`src/rtl/attendant_button_conditioner_pkg.sv`:
```
// Shared button-bus definitions for the attendant call front end and its consumer FSM.
// Bus bit positions are fixed here so both sides index the 2-bit bus identically.
package attendant_button_conditioner_pkg;

   localparam int BTN_W               = 2;
   localparam int CALL_IDX            = 1;
   localparam int CANCEL_IDX          = 0;
   localparam int DEBOUNCE_CYCLES_DEF = 4;

   typedef logic [BTN_W-1:0] btn_t;

   function automatic int cnt_width(input int cycles);
      return $clog2(cycles) + 1;
   endfunction

endpackage

```
`src/rtl/attendant_button_conditioner_if.sv`:
```
// Raw and conditioned button bus between the push-buttons and the attendant call FSM.
// The conditioner is the slave: it samples btn_raw and drives the conditioned outputs.
interface attendant_button_conditioner_if;
   import attendant_button_conditioner_pkg::*;

   btn_t btn_raw;
   btn_t btn_out;
   btn_t btn_stable;

   modport master (output btn_raw, input btn_out, input btn_stable);
   modport slave  (input btn_raw, output btn_out, output btn_stable);

endinterface

```
`src/rtl/attendant_button_conditioner_debounce.sv`:
```
// Single-channel two-flop synchroniser plus debounce counter; accept fires on the edge stable flips.
// Stable follows the raw line DEBOUNCE_CYCLES+2 edges after a clean change; no backpressure.
module button_debounce
   import attendant_button_conditioner_pkg::*;
#(
   parameter int DEBOUNCE_CYCLES = DEBOUNCE_CYCLES_DEF
) (
   input  logic clk,
   input  logic reset,
   input  logic raw,
   output logic stable,
   output logic accept
);

   localparam int             CW   = cnt_width(DEBOUNCE_CYCLES);
   localparam logic [CW-1:0]  LAST = CW'(DEBOUNCE_CYCLES - 1);

   logic          s1;
   logic          s2;
   logic [CW-1:0] cnt;

   assign accept = (s2 != stable) && (cnt == LAST);

   always_ff @(posedge clk) begin
      if (reset) begin
         s1     <= 1'b0;
         s2     <= 1'b0;
         cnt    <= '0;
         stable <= 1'b0;
      end else begin
         s1 <= raw;
         s2 <= s1;
         if (accept) begin
            stable <= s2;
            cnt    <= '0;
         end else if (s2 != stable) begin
            cnt <= cnt + 1'b1;
         end else begin
            // any bounce back to the stable value restarts the count
            cnt <= '0;
         end
      end
   end

endmodule

```
`src/rtl/attendant_button_conditioner.sv`:
```
// Conditions the call/cancel buttons into press pulses (or levels) for the attendant call FSM.
// Pulse appears DEBOUNCE_CYCLES+2 edges after a clean press, call wins ties; no backpressure.
module attendant_button_conditioner
   import attendant_button_conditioner_pkg::*;
#(
   parameter int DEBOUNCE_CYCLES = DEBOUNCE_CYCLES_DEF,
   parameter bit PULSE_MODE      = 1'b1
) (
   input  logic                          clk,
   input  logic                          reset,
   attendant_button_conditioner_if.slave btn
);

   btn_t stable;
   btn_t accept;
   btn_t rise;
   btn_t pulse;

   for (genvar i = 0; i < BTN_W; i++) begin : g_ch
      button_debounce #(
         .DEBOUNCE_CYCLES (DEBOUNCE_CYCLES)
      ) u_debounce (
         .clk    (clk),
         .reset  (reset),
         .raw    (btn.btn_raw[i]),
         .stable (stable[i]),
         .accept (accept[i])
      );
   end

   // accepting while stable is still 0 means a press, never a release
   assign rise = accept & ~stable;

   always_ff @(posedge clk) begin
      if (reset) begin
         pulse <= '0;
      end else begin
         pulse[CALL_IDX]   <= rise[CALL_IDX];
         pulse[CANCEL_IDX] <= rise[CANCEL_IDX] & ~rise[CALL_IDX];
      end
   end

   assign btn.btn_stable = stable;
   assign btn.btn_out    = PULSE_MODE ? pulse : stable;

endmodule

```
`src/flat_wrapper.sv`:
```
// flat-port wrapper written by rule: the top's interface ports become plain ports
module attendant_button_conditioner_flat import attendant_button_conditioner_pkg::*;
#(
   parameter int DEBOUNCE_CYCLES = DEBOUNCE_CYCLES_DEF,
   parameter bit PULSE_MODE      = 1'b1
)
  (clk, reset, btn_btn_raw, btn_btn_out, btn_btn_stable);
  attendant_button_conditioner_if btn_i ();
  input  logic clk;
  input  logic reset;
  input wire logic [$bits(btn_i.btn_raw)-1:0] btn_btn_raw;
  output wire logic [$bits(btn_i.btn_out)-1:0] btn_btn_out;
  output wire logic [$bits(btn_i.btn_stable)-1:0] btn_btn_stable;
  assign btn_i.btn_raw = btn_btn_raw;
  assign btn_btn_out = btn_i.btn_out;
  assign btn_btn_stable = btn_i.btn_stable;
  attendant_button_conditioner #(.DEBOUNCE_CYCLES(DEBOUNCE_CYCLES), .PULSE_MODE(PULSE_MODE)) u_core (.clk(clk), .reset(reset), .btn(btn_i));
endmodule
```
`config.mk`:
```
export PLATFORM = sky130hd
export DESIGN_NAME = attendant_button_conditioner_flat
export DESIGN_NICKNAME = d
export VERILOG_FILES = /design/src/rtl/attendant_button_conditioner_pkg.sv /design/src/rtl/attendant_button_conditioner_if.sv /design/src/rtl/attendant_button_conditioner_debounce.sv /design/src/rtl/attendant_button_conditioner.sv /design/src/flat_wrapper.sv
export SDC_FILE = /design/constraint.sdc
export NUM_CORES = 1
export LEC_CHECK = 0
export BUFFER_PORTS_ARGS = -buffer_cell sky130_fd_sc_hd__buf_2
export CORE_AREA = 5 5 42 44
export CTS_BUF_LIST = sky130_fd_sc_hd__clkbuf_16
export DETAILED_ROUTE_END_ITERATION = 7
export DIE_AREA = 0 0 47 49
export REMOVE_ABC_BUFFERS = 1
export SYNTH_ARGS = -nofsm -noshare
export SYNTH_HDL_FRONTEND = slang
export SYNTH_HIERARCHICAL = 1
export SYNTH_SLANG_ARGS = --single-unit
```
`constraint.sdc`:
```
create_clock -name clk -period 3.85 [get_ports clk]
set_input_delay 0.77 -clock clk [delete_from_list [all_inputs] [get_ports clk]]
set_output_delay 0.77 -clock clk [all_outputs]
set_load 0.02 [all_outputs]
```
==> flow_summary.ini <==
[global_route]
antenna_found_initial = 0
grt_usage_pct = 7.29
grt_max_degree = 15
grt_pass1_vias = 310
grt_pass1_wl_um = 1220
grt_remaining_overflow = 0

[worst_setup_path]
cp_top_family = flip-flops
start_kind = flip-flop
r2r_slack_ns = 2.53
path_cells = buf_2
cp-endpoint = btn_btn_stable[1]
path_max_fanout = 4
cp-startpoint = u_core/g_ch[1].u_debounce/stable$_SDFFE_PP0P_
cp.buffers_inverters = 1
worst-path-stages = 1
reg2reg_to = u_core/btn.btn_out[0]$_SDFF_PP0_
max_stage_delay_ns = 0.41
crit_arrival_ns = 0.84
cpMaxStageDelayCell = dfxtp_1
worstRegToRegCells = 5
cp.required_ns = 3.08
path_class = flip-flop to output pin
r2r_start = u_core/g_ch[1].u_debounce/cnt[0]$_SDFF_PP0_
endpoint_kind = output pin

[synthesis]
post_synth_num_cell_types = 10
ys_seq_area_share_pct = 54.9
yosys_warnings = 6
yosys_register_bits = 14
synth_area_leader_cell = dfxtp_1
async_flop_share_pct = 0
synth_edf_count = 0
synth.most_common_cell = dfxtp_1
avgSynthCellArea_sq_um = 12.5
yosys-top-cells-area = dfxtp_1 (55%), ha_1 (9.8%), nor4b_2 (8.8%), nor2b_1 (8.6%), nor4_1 (4.9%)
synthFlopType = dfxtp_1
synth_top_cell_area_share_pct = 54.9
syn_area_sq_um = 510
synthCells = 41
synth_common_cells = dfxtp_1 (14), nor2b_1 (7), ha_1 (4), nor4_1 (4), nor4b_2 (3)

[place]
place_area_sq_um = 566
port_buffers = 7
dp_cells = 64
gp_congestion = 0.618
dpl.hpwl_um = 498
pre_cts_ws_ns = 2.48

[route]
routedWlPerCell_um = 9.43
ant_nets = 0
finalWirelength_um = 632
drt-initial-drc-count = 2
route.vias.total = 304
drt-met1-wl_um = 261
highest_layer = met4
wl_met2_um = 325
firstDrtPassIters = 2
vias_per_cell = 4.54
wl_met3_um = 39
drc_errors = 0

[worst_hold_path]
hold_path_class = flip-flop to flip-flop

[cts]
cts_tree = yes
htree_levels = 1
clock_path_buffers = 2
clk_latency_ns = 0.23
ctsRootBufferMaster = clkbuf_16
clk_pin_slew_ns = 0.04
clock-sinks = 14
cts_buffers = 3
hold_buffers = 0
cts_resized = 0
cts_setup_buffers = 0

[power_and_ir_drop]
p_total_uw = 339
p_leak_nw = 0.252
powerDensity_nw_per_um2 = 529
ir_drop_mv = 0.306

[final_layout]
final_core_util_pct = 45.7
final_nets = 61
syn_to_final_growth_pct = 25.5
stdcell_count = 67
postLayoutCellArea_sq_um = 641
antenna-diode-count = 0
drive_above_1_share_pct = 27.5

[floorplanning]
die_area_sq_um = 2300
io_pins = 8
fp.dieH_um = 49
core_sq_um = 1400
floorplan.initialDensity_pct = 36.4
num_rows = 14
die_w_um = 47

[sta]
fin_setup_tns_ns = 0
fmax_ghz = 0.621
relSlewSlack_pct = 75.4
fin_crit_sh_pct = 41.8
hold_slack_ns = 0.425
worst_slack_ns = 2.24
rsz0062_at_grt = false
clock_skew_ns = 0.000533
timing.final.crit_period_ns = 1.61
timing_hold_violations_final = 0
setup_viol = 0
slew_viol_final = 0
max_slew.worst_pin.slew_ns = 0.366

[status]
status = complete, no violations

[flow_run]
max_cap_viol_count = 0
==> registers in the layout, summed over array words and instances, names as in the netlist <==
signal and flops:
u_core/g_ch.u_debounce/stable 2, u_core/btn.btn_out 2, u_core/g_ch.u_debounce/s1 2, u_core/g_ch.u_debounce/cnt 6
u_core/g_ch.u_debounce/s2 2
==> cell usage in the layout (no fill, tap or decap) <==
cell,count
buf_2,7
nor2b_4,1
dfxtp_1,14
nor4_1,4
xnor2_1,2
clkbuf_16,3
nor4b_2,3
mux2i_1,2
ha_1,4
nor2b_1,7
nor2_1,2
inv_1,2
==> worst min-delay path by stage <==
stage                                                      startpoint                                          end  slack [ns]  cells after the start
final                     u_core/g_ch[1].u_debounce/cnt[0]$_SDFF_PP0_  u_core/g_ch[1].u_debounce/cnt[0]$_SDFF_PP0_        0.42                      1
after CTS                 u_core/g_ch[1].u_debounce/cnt[0]$_SDFF_PP0_  u_core/g_ch[1].u_debounce/cnt[0]$_SDFF_PP0_        0.43                      1
after global placement        u_core/g_ch[0].u_debounce/s1$_SDFF_PP0_      u_core/g_ch[0].u_debounce/s2$_SDFF_PP0_        0.42                      1
after global routing          u_core/g_ch[1].u_debounce/s1$_SDFF_PP0_      u_core/g_ch[1].u_debounce/s2$_SDFF_PP0_        0.45                      1
after floorplan           u_core/g_ch[0].u_debounce/cnt[0]$_SDFF_PP0_  u_core/g_ch[0].u_debounce/cnt[0]$_SDFF_PP0_        0.40                      1
after detailed placement  u_core/g_ch[1].u_debounce/cnt[0]$_SDFF_PP0_  u_core/g_ch[1].u_debounce/cnt[0]$_SDFF_PP0_        0.42                      1
==> per-layer routing <==
metal,track usage (%),vias to the layer above
met5,0,-
met4,5.53,0
met3,2.95,2
met2,11.5,6
met1,7.14,134
li1,-,162
==> logic make-up (layout without fill, tap and decap cells) <==
family,count (synthesis),in the layout,share of synthesized area [%]
and+or+nand+nor,17,17,26.5
DFF,14,14,54.9
adders and majority gates,4,4,9.80
xor gates and xnor gates,2,2,3.43
muxes,2,2,3.92
buffers and inverters,2,12,1.47
==> where the power goes <==
group / internal, mW / switching [mW]
combinational: 0.00321 / 0.00393
sequential: 0.148 / 0.00103
clock: 0.135 / 0.0477
==> final cells by class <==
type,instances,area (sq um)
Clock buffer,3,75.1
Fill cell,133,761
Inverter,2,7.51
Multi-Input combinational cell,25,223
Sequential cell,14,280
Tap cell,16,20.0
Timing Repair Buffer,7,35.0
Note: power is estimated with default switching activity, not from simulation.
